File: config.mk
export PLATFORM = sky130hd
export DESIGN_NAME = mult_div_sequencer
export DESIGN_NICKNAME = d
export VERILOG_FILES = /design/src/rtl/mult_div_sequencer.sv
export SDC_FILE = /design/constraint.sdc
export NUM_CORES = 1
export LEC_CHECK = 0
export CAP_MARGIN = 20
export CORE_ASPECT_RATIO = 0.9
export CORE_MARGIN = 2
export CORE_UTILIZATION = 50
export CTS_BUF_LIST = sky130_fd_sc_hd__clkbuf_2
export CTS_CLUSTER_DIAMETER = 200
export DETAILED_ROUTE_END_ITERATION = 7
export PLACE_DENSITY = 0.71
export SETUP_SLACK_MARGIN = 0.1
export SYNTH_ARGS = -nofsm -noshare
export SYNTH_HDL_FRONTEND = slang
export SYNTH_SLANG_ARGS = --single-unit
File: constraint.sdc
create_clock -name CLK -period 12.41 [get_ports CLK]
set_input_delay 3.1025 -clock CLK [delete_from_list [all_inputs] [get_ports CLK]]
set_output_delay 3.1025 -clock CLK [all_outputs]
set_load 0.01 [all_outputs]
File: src/rtl/mult_div_sequencer.sv
// mult_div_sequencer: iterative radix-2 shift-add multiply / restoring divide sharing one adder.
// Optional MULT_DIV_EARLY_TERM_EN: multiply leaves ITER once the remaining multiplier bits are zero.
module mult_div_sequencer #(
    parameter int DATA_WIDTH = 32,
    parameter int CNT_WIDTH  = 6
) (
    input  logic                  CLK,
    input  logic                  RST,
    input  logic                  mult_start,
    input  logic                  div_start,
    input  logic                  signed_op,
    input  logic [DATA_WIDTH-1:0] Op_A,
    input  logic [DATA_WIDTH-1:0] Op_B,
    output logic                  busy,
    output logic                  mult_div_done,
    output logic                  div_by_zero,
    output logic [DATA_WIDTH-1:0] hi_out,
    output logic [DATA_WIDTH-1:0] lo_out
);
    localparam int DW = DATA_WIDTH;
    localparam logic [CNT_WIDTH-1:0] LAST = CNT_WIDTH'(DW - 1);

    typedef enum logic [2:0] {IDLE, PREP, ITER, FIX, DONE} state_t;

    state_t state, state_nx;
    logic start, is_div, sign_q, sign_r, dz, last, skip;
    logic [CNT_WIDTH-1:0] count;
    logic [DW-1:0] acc, mq, md, mag_a, mag_b, raw_a, div_q, div_r;
    logic [DW:0] sh, op_x, op_y, sum;
    logic [2*DW-1:0] prod, prod_fix;

    assign start = mult_start | div_start;
    assign mag_a = (signed_op && Op_A[DW-1]) ? -Op_A : Op_A;
    assign mag_b = (signed_op && Op_B[DW-1]) ? -Op_B : Op_B;

    // acc is the product high half / partial remainder; mq the multiplier / quotient
    assign sh   = {acc, mq[DW-1]};
    assign op_x = is_div ? sh : {1'b0, acc};
    assign op_y = is_div ? ~{1'b0, md} : {1'b0, mq[0] ? md : {DW{1'b0}}};
    assign sum  = op_x + op_y + {{DW{1'b0}}, is_div};

    // sign_r is only set in signed mode, so negating the stored magnitude recovers the raw dividend
    assign raw_a    = sign_r ? -mq : mq;
    assign div_q    = sign_q ? -mq : mq;
    assign div_r    = sign_r ? -acc : acc;
    assign prod_fix = sign_q ? -prod : prod;

`ifdef MULT_DIV_EARLY_TERM_EN
    logic [DW-1:0] mb;
    assign last = count == LAST || (!is_div && (mb >> 1) == '0);
    assign skip = is_div ? md == '0 : mq == '0;
    assign prod = {acc, mq} >> (CNT_WIDTH'(DW) - count);
`else
    assign last = count == LAST;
    assign skip = is_div && md == '0;
    assign prod = {acc, mq};
`endif

    assign busy          = state != IDLE;
    assign mult_div_done = state == DONE;
    assign div_by_zero   = state == DONE && dz;

    // state register
    always_ff @(posedge CLK) begin
        if (RST) state <= IDLE;
        else     state <= state_nx;
    end

    // next-state sequencing
    always_comb begin
        state_nx = state;
        unique case (state)
            IDLE:    state_nx = start ? PREP : IDLE;
            PREP:    state_nx = skip ? FIX : ITER;
            ITER:    state_nx = last ? FIX : ITER;
            FIX:     state_nx = DONE;
            DONE:    state_nx = IDLE;
            default: state_nx = IDLE;
        endcase
    end

    // operand latch, iteration datapath and result load
    always_ff @(posedge CLK) begin
        if (RST) begin
            acc    <= '0;
            mq     <= '0;
            md     <= '0;
            count  <= '0;
            is_div <= 1'b0;
            sign_q <= 1'b0;
            sign_r <= 1'b0;
            dz     <= 1'b0;
            hi_out <= '0;
            lo_out <= '0;
`ifdef MULT_DIV_EARLY_TERM_EN
            mb     <= '0;
`endif
        end else begin
            unique case (state)
                IDLE: if (start) begin
                    is_div <= !mult_start;
                    md     <= mult_start ? mag_a : mag_b;
                    mq     <= mult_start ? mag_b : mag_a;
                    sign_q <= signed_op & (Op_A[DW-1] ^ Op_B[DW-1]);
                    sign_r <= signed_op & Op_A[DW-1];
`ifdef MULT_DIV_EARLY_TERM_EN
                    mb     <= mag_b;
`endif
                end
                PREP: begin
                    acc   <= '0;
                    count <= '0;
                    dz    <= is_div && md == '0;
                end
                ITER: begin
                    count <= count + 1'b1;
                    acc   <= is_div ? (sum[DW] ? sh[DW-1:0] : sum[DW-1:0]) : sum[DW:1];
                    mq    <= is_div ? {mq[DW-2:0], !sum[DW]} : {sum[0], mq[DW-1:1]};
`ifdef MULT_DIV_EARLY_TERM_EN
                    mb    <= mb >> 1;
`endif
                end
                FIX: {hi_out, lo_out} <= dz ? {raw_a, {DW{1'b1}}} : is_div ? {div_r, div_q} : prod_fix;
                default: ;
            endcase
        end
    end
endmodule

==> summary.txt, run 1 <==
======================================================================================================
Run status                                                                                finished clean
Worst Hold End                                                                              hi_out[31]
Number of buffers added to fix hold violations after cts                                             0
Routability cong.                                                                               0.9401
Setup Crit Path Kind                                                                           reg2reg
DRC viols                                                                                            0
Via count                                                                                        13870
Worst setup slack after layout                                                                6.559 ns
Setup bufs post-CTS                                                                                  0
Largest net degree at the start of global routing                                                   67
Critical path's largest stage delay                                                            0.76 ns
Proportion of power drawn by the clock network                                                   17.4%
Worst Hold Class                                                                               reg2reg
H-tree level count                                                                                   4
Minimum clock period after layout                                                             5.851 ns
Measured slew at the worst slew-check pin                                                     1.042 ns
Count of buffers from port buffering                                                               135
Clock transition at the register clock pins on the worst setup and hold paths after CTS        0.29 ns
Number of sinks driven by the clock tree                                                           173
Most common library cell in the layout ignoring fill and taps                             sky130_fd_sc_hd__nand2_1
Crit share post-route                                                                           47.15%
Worst clock skew                                                                            0.06081 ns
Maximum buffer depth of the clock tree                                                               2
Worst Hold Launch                                                                           hi_out[31]
Final #Nets                                                                                       1950
Net switching power figure                                                                   0.8305 mW
Number of nets in the synthesized netlist                                                         1933
Most used flip-flop cell after synthesis                                                  sky130_fd_sc_hd__dfxtp_1
Highest-count cells in the layout ignoring fill and taps                                  sky130_fd_sc_hd__nand2_1, sky130_fd_sc_hd__nor2_1, sky130_fd_sc_hd__dfxtp_1
Master cell of the clock root buffer                                                      sky130_fd_sc_hd__clkbuf_2
Cell type of the slowest stage on the worst timing path                                   sky130_fd_sc_hd__buf_4
Worst max-slew margin expressed relative to the limit                                           30.43%
Fraction of registers with async set or reset after synthesis                                       0%
Power density relative to cell area                                                       118.3 nW/um^2
Internal power                                                                               0.9963 mW
Number of flip-flops and latches in the synthesized netlist                                        173
Latest clock arrival within the worst-skew pair                                                0.83 ns
Cell count of the worst hold path                                                                    2
Required time of the critical path                                                            13.08 ns
Comb power frac                                                                                  43.5%
Total chip power                                                                              1.827 mW
Vias per cell                                                                                    6.274
Critical Path Sink Type                                                                      flip-flop
Area leader, netlist                                                                      sky130_fd_sc_hd__dfxtp_1
Fmax                                                                                         170.9 MHz
Setup repair after global routing missed its margin                                              false
Initial Utilization                                                                             50.94%
Data arrival, critical path                                                                    6.52 ns
Post-synthesis instance area                                                                13800 um^2
Critical path launch point type                                                              flip-flop
Standby leakage power                                                                         5.805 nW
Cell Rows                                                                                           57
Peak VDD IR                                                                                 0.05892 mV
1st-pass router iterations                                                                           6
R2R setup slack                                                                                6.56 ns
Max-slew violation count                                                                             0
CTS buffer count                                                                                    17
Setup total negative slack                                                                        0 ns
Layout cells sized above 1                                                                      6.523%
Total half-perimeter wirelength after legalization and detailed placement                     34460 um
Fraction of the yosys area taken by sequential cells                                            25.09%
Max FO, Critical Path                                                                               66
Dpl ws                                                                                        5.925 ns
Via count of the first global-routing pass                                                       12240
Sw frac                                                                                         45.46%
Number of different library cells in the post-synthesis netlist                                     73
Number of gates given a new drive strength after cts                                                 0
Number of instances in the synthesized netlist                                                    1825
Total number of yosys warnings                                                                       0
I/O pins                                                                                           136
DRC marker count from the first detailed-route iteration                                          1618
DIE AREA                                                                                    28960 um^2
Maximum Capacitance Violations                                                                       0
X dimension of the die                                                                        179.1 um
Register-to-Register Path Depth                                                                     17
Area added between synthesis and finish                                                         11.91%
EDFF count, synth                                                                                    0
Final setup violation count                                                                          0
Overall routed net length                                                                     45080 um
TritonCTS clock tree                                                                             built
Top cells by area in the synthesized netlist                                              sky130_fd_sc_hd__dfxtp_1, sky130_fd_sc_hd__mux2i_1, sky130_fd_sc_hd__xnor2_1
First-pass GRT wire length                                                                    69390 um
Count of final hold-check violations                                                                 0
Destination of the worst register-to-register timing path                                       acc[3]
Start of the worst register-to-register path                                                    is_div
Die height                                                                                    161.6 um
Synth Area per Inst                                                                         7.564 um^2
Count of nets left with antenna violations after detail routing                                      0
Total congestion overflow                                                                            0
Total track usage                                                                               30.64%
Number of antenna violations at the first check in global routing                                    1
Proportion of netlist area held by the largest area contributor                                 25.09%
List of cells traversed by the critical path                                              buf_4 > buf_4 > nand2_1 > o21ai_0 > fa_1 > inv_1 > fa_1 > nor2b_1 > o211ai_1 > a21oi_1 > o21ai_0 > a2111oi_0 > nor2_1 > xnor2_2 > buf_4 > mux2i_1 > o21ai_0
Area of the core                                                                            27100 um^2
Portion of total power attributed to sequential cells                                            39.2%
Per-cell routed wire length                                                                   20.40 um
======================================================================================================
## sequential cells by signal, summed over array words and instances, names as in the netlist, 3 cells and up
signal  cells
md         32
mq         32
count       6
acc        32
lo_out     32
hi_out     32
state       3
## final cells by class
class | count | area [um^2]
Fill cell | 2528 | 11650
Clock buffer | 17 | 85.08
Tap cell | 354 | 442.9
Inverter | 28 | 105.1
Antenna cell | 1 | 2.502
Multi-Input combinational cell | 1464 | 9638
Timing Repair Buffer | 158 | 1534
Sequential cell | 173 | 3468
Clock inverter | 15 | 172.7
## cells by family (layout without fill, tap and decap cells)
family,count (synthesis),count (layout),synth area share (%)
XOR/XNOR,177,177,11.23
adder cells (fa/ha/maj),39,39,3.644
flip-flops,173,173,25.09
AND/OR/NAND/NOR,604,604,20.72
other,0,1,0
AO/OA/AOI/OAI,509,509,23.89
buffers and inverters,188,218,5.311
multiplexers,135,135,10.12
## cells in the mapped netlist, drive strengths merged (7+ instances only)
cell and n:
nand2 185, nor2 185, dfxtp 173, o21ai 142, clkbuf 139, a21oi 122
mux2i 99, xnor2 97, xor2 80, nand3 39, nor3 39, ha 37
mux2 36, a22oi 32, inv 27, a21o 25, a221oi 25, a31oi 23
buf 21, or4 19, or3 18, nor4 17, o22ai 16, o211ai 15
a222oi 14, a22o 14, o31ai 14, nand2b 13, nor2b 13, or2 13
and2 12, nand3b 12, a211oi 11, o221ai 11, and3 9, nand4 9
nor3b 8, o211a 7
## power groups by stage
stage / Combinational, mW / Clock (mW) / Sequential [mW]
finish: 0.794 / 0.317 / 0.715
global route: 0.867 / 0.342 / 0.722
CTS: 0.779 / 0.321 / 0.711
detailed placement: 0.777 / 0 / 0.722
global placement: 0.769 / 0 / 0.720
floorplan: 0.588 / 0 / 0.657
## metrics by stage
stage	util (%)	instance area, um^2	hold slack, ns	std cells
2_1_floorplan	-	13800	0.4383	1825
3_5_place_dp	55.91	15150	0.4611	2174
6_report	57.00	15450	0.4806	2210
3_3_place_gp	55.91	15150	0.4483	2174
4_1_cts	56.87	15410	0.4876	2206
5_1_grt	57.00	15450	0.5084	2210
## worst max-delay path: cells and delay by family (launching register included)
kind,cells,cell delay (ns)
compound gates,6,1.55
flops,1,0.40
xor+xnor,1,0.21
simple gates,3,0.57
buf+inv,4,1.93
mux,1,0.23
fa+ha+maj,2,0.70
## metal layers
layer / routed length [um] / up-vias / track usage, % / share of wire, %
met2: 19030 / 701 / 44.49 / 42
met3: 4075 / 78 / 5.461 / 9.0
met4: 1605 / 0 / 11.99 / 3.6
met1: 20380 / 6450 / 44.63 / 45
li1: - / 6636 / - / -
met5: 0 / - / 0 / 0
## worst max-delay path by stage
stage,slack [ns],start,endpoint
final,6.56,is_div,acc[3]
after global routing,6.14,is_div,acc[2]
after CTS,6.27,is_div,acc[29]
after detailed placement,5.93,Op_B[8],md[25]
after global placement,6.00,Op_B[8],md[27]
after floorplan,6.77,Op_B[8],md[26]
No activity file was read; power rests on OpenSTA's default activity.
==> run 2: changes to the inputs <==
Clock period 12.41 ns to 5.5 ns, I/O delays scaled along.
==> summary.txt, run 2 (synthesis gave the netlist of run 1 again) <==
======================================================================================================
Fmax                                                                                         204.5 MHz   was 170.9 MHz
Setup bufs post-CTS                                                                                  0   unchanged
Cell Count, Final, Fillers Out                                                                    2214   was 2210
Cell Rows                                                                                           57   unchanged
Crit share post-route                                                                           88.90%   was 47.15%
Die height                                                                                    161.6 um   unchanged
Worst Hold Margin                                                                            0.4910 ns   was 0.4806 ns
Number of gates given a new drive strength after cts                                                 0   unchanged
Count of final hold-check violations                                                                 0   unchanged
Worst clock skew                                                                            0.05869 ns   was 0.06081 ns
Measured slew at the worst slew-check pin                                                     1.139 ns   was 1.042 ns
Critical path launch point type                                                              flip-flop   unchanged
Dpl ws                                                                                       0.7128 ns   was 5.925 ns
DRC viols                                                                                            0   unchanged
Clock transition at the register clock pins on the worst setup and hold paths after CTS        0.27 ns   was 0.29 ns
Worst Hold Class                                                                               reg2reg   unchanged
Count of nets left with antenna violations after detail routing                                      0   unchanged
Start of the worst register-to-register path                                                    is_div   unchanged
I/O pins                                                                                           136   unchanged
Maximum Capacitance Violations                                                                       0   unchanged
Area of the core                                                                            27100 um^2   unchanged
Register-to-Register Path Depth                                                                     13   was 17
Number of antenna violations at the first check in global routing                                    1   unchanged
Worst max-slew margin expressed relative to the limit                                           24.07%   was 30.43%
Maximum buffer depth of the clock tree                                                               2   unchanged
Initial Utilization                                                                             50.94%   unchanged
Total half-perimeter wirelength after legalization and detailed placement                     35130 um   was 34460 um
Worst setup slack after layout                                                               0.6107 ns   was 6.559 ns
Overall routed net length                                                                     45940 um   was 45080 um
Placement Cell Area                                                                         15220 um^2   was 15150 um^2
Final #Nets                                                                                       1954   was 1950
Peak VDD IR                                                                                  0.1397 mV   was 0.05892 mV
Highest-count cells in the layout ignoring fill and taps                                  sky130_fd_sc_hd__nand2_1, sky130_fd_sc_hd__nor2_1, sky130_fd_sc_hd__dfxtp_1   unchanged
CTS buffer count                                                                                    17   unchanged
Standby leakage power                                                                         5.830 nW   was 5.805 nW
Setup crit start                                                                                is_div   unchanged
Per-cell routed wire length                                                                   20.75 um   was 20.40 um
Critical Path Sink Type                                                                      flip-flop   unchanged
Number of sinks driven by the clock tree                                                           173   unchanged
Total congestion overflow                                                                            0   unchanged
Most common library cell in the layout ignoring fill and taps                             sky130_fd_sc_hd__nand2_1   unchanged
Finished Cell Area                                                                          15470 um^2   was 15450 um^2
1st-pass router iterations                                                                           6   unchanged
Largest net degree at the start of global routing                                                   68   was 67
Setup total negative slack                                                                        0 ns   unchanged
Routability cong.                                                                               0.9772   was 0.9401
H-tree level count                                                                                   4   unchanged
Number of placed cells counting well taps                                                         2181   was 2174
Data arrival, critical path                                                                    5.52 ns   was 6.52 ns
Layout cells sized above 1                                                                      6.728%   was 6.523%
Vias per cell                                                                                    6.297   was 6.274
Cell count of the worst hold path                                                                    2   unchanged
Max FO, Critical Path                                                                               62   was 66
Setup repair after global routing missed its margin                                              false   unchanged
Via count                                                                                        13940   was 13870
First-pass GRT wire length                                                                    70510 um   was 69390 um
DIE AREA                                                                                    28960 um^2   unchanged
Minimum clock period after layout                                                             4.889 ns   was 5.851 ns
Required time of the critical path                                                             6.13 ns   was 13.08 ns
Power density relative to cell area                                                       268.5 nW/um^2   was 118.3 nW/um^2
TritonCTS clock tree                                                                             built   unchanged
Latest clock arrival within the worst-skew pair                                                0.79 ns   was 0.83 ns
Count of buffers from port buffering                                                               135   unchanged
Total track usage                                                                               31.12%   was 30.64%
DRC marker count from the first detailed-route iteration                                          1608   was 1618
Worst Hold Launch                                                                           hi_out[31]   unchanged
Number of buffers added to fix hold violations after cts                                             0   unchanged
Final setup violation count                                                                          0   unchanged
Run status                                                                                finished clean   unchanged
Max-slew violation count                                                                             0   unchanged
Setup Crit Path Kind                                                                           reg2reg   unchanged
Area added between synthesis and finish                                                         12.09%   was 11.91%
Via count of the first global-routing pass                                                       12580   was 12240
X dimension of the die                                                                        179.1 um   unchanged
Master cell of the clock root buffer                                                      sky130_fd_sc_hd__clkbuf_2   unchanged
======================================================================================================
run 2: final cells by class:
cell class              instances  area, um^2
inverters                      28       105.1
repair buffers                162        1564
well taps                     354       442.9
clock inverters                13       160.2
fillers                      2580       11630
multi-input cells            1464        9638
diodes                          2       5.005
flip-flops and latches        173        3468
clock buffers                  18       90.09
run 2: path summary, 6_finish.rpt:
path                            slack (ns)         end
worst max-delay path                  0.61     acc[27]
worst min-delay path                  0.49  hi_out[31]
worst max register to register        0.61     acc[27]
worst min register to register        0.49  hi_out[31]
run 2: through the flow:
stage	utilization, %	total power [mW]
floorplan	-	2.809
detailed placement	56.15	3.395
global placement	56.15	3.371
finish	57.10	4.155
CTS	57.08	4.116
global route	57.09	4.371
run 2: report_power, final:
group,leakage (nW),internal (mW),switching (mW),total [mW]
Clock,0.152,0.224,0.508,0.732
Sequential,1.41,1.38,0.251,1.63
Combinational,4.27,0.713,1.08,1.79
Total,5.83,2.32,1.84,4.15
run 2: critical path, stage by stage, from the launching register on:
cell                        delay, ns
sky130_fd_sc_hd__dfxtp_4         0.87
sky130_fd_sc_hd__mux2i_1         0.35
sky130_fd_sc_hd__fa_1            0.26
sky130_fd_sc_hd__inv_1           0.06
sky130_fd_sc_hd__fa_1            0.40
sky130_fd_sc_hd__nor2b_1         0.17
sky130_fd_sc_hd__o211ai_1        0.12
sky130_fd_sc_hd__a21oi_1         0.34
sky130_fd_sc_hd__o21ai_0         0.21
sky130_fd_sc_hd__a2111oi_0       0.45
sky130_fd_sc_hd__nor2_1          0.24
sky130_fd_sc_hd__xnor2_1         0.88
sky130_fd_sc_hd__mux2i_1         0.30
sky130_fd_sc_hd__o21ai_0         0.10
run 2: layer usage:
metal	global-route usage (%)	up-vias	part of all wire, %
met5	0	-	0
met2	47.01	722	43
met4	11.33	0	3.3
li1	-	6618	-
met3	3.861	89	9.3
met1	45.19	6513	45
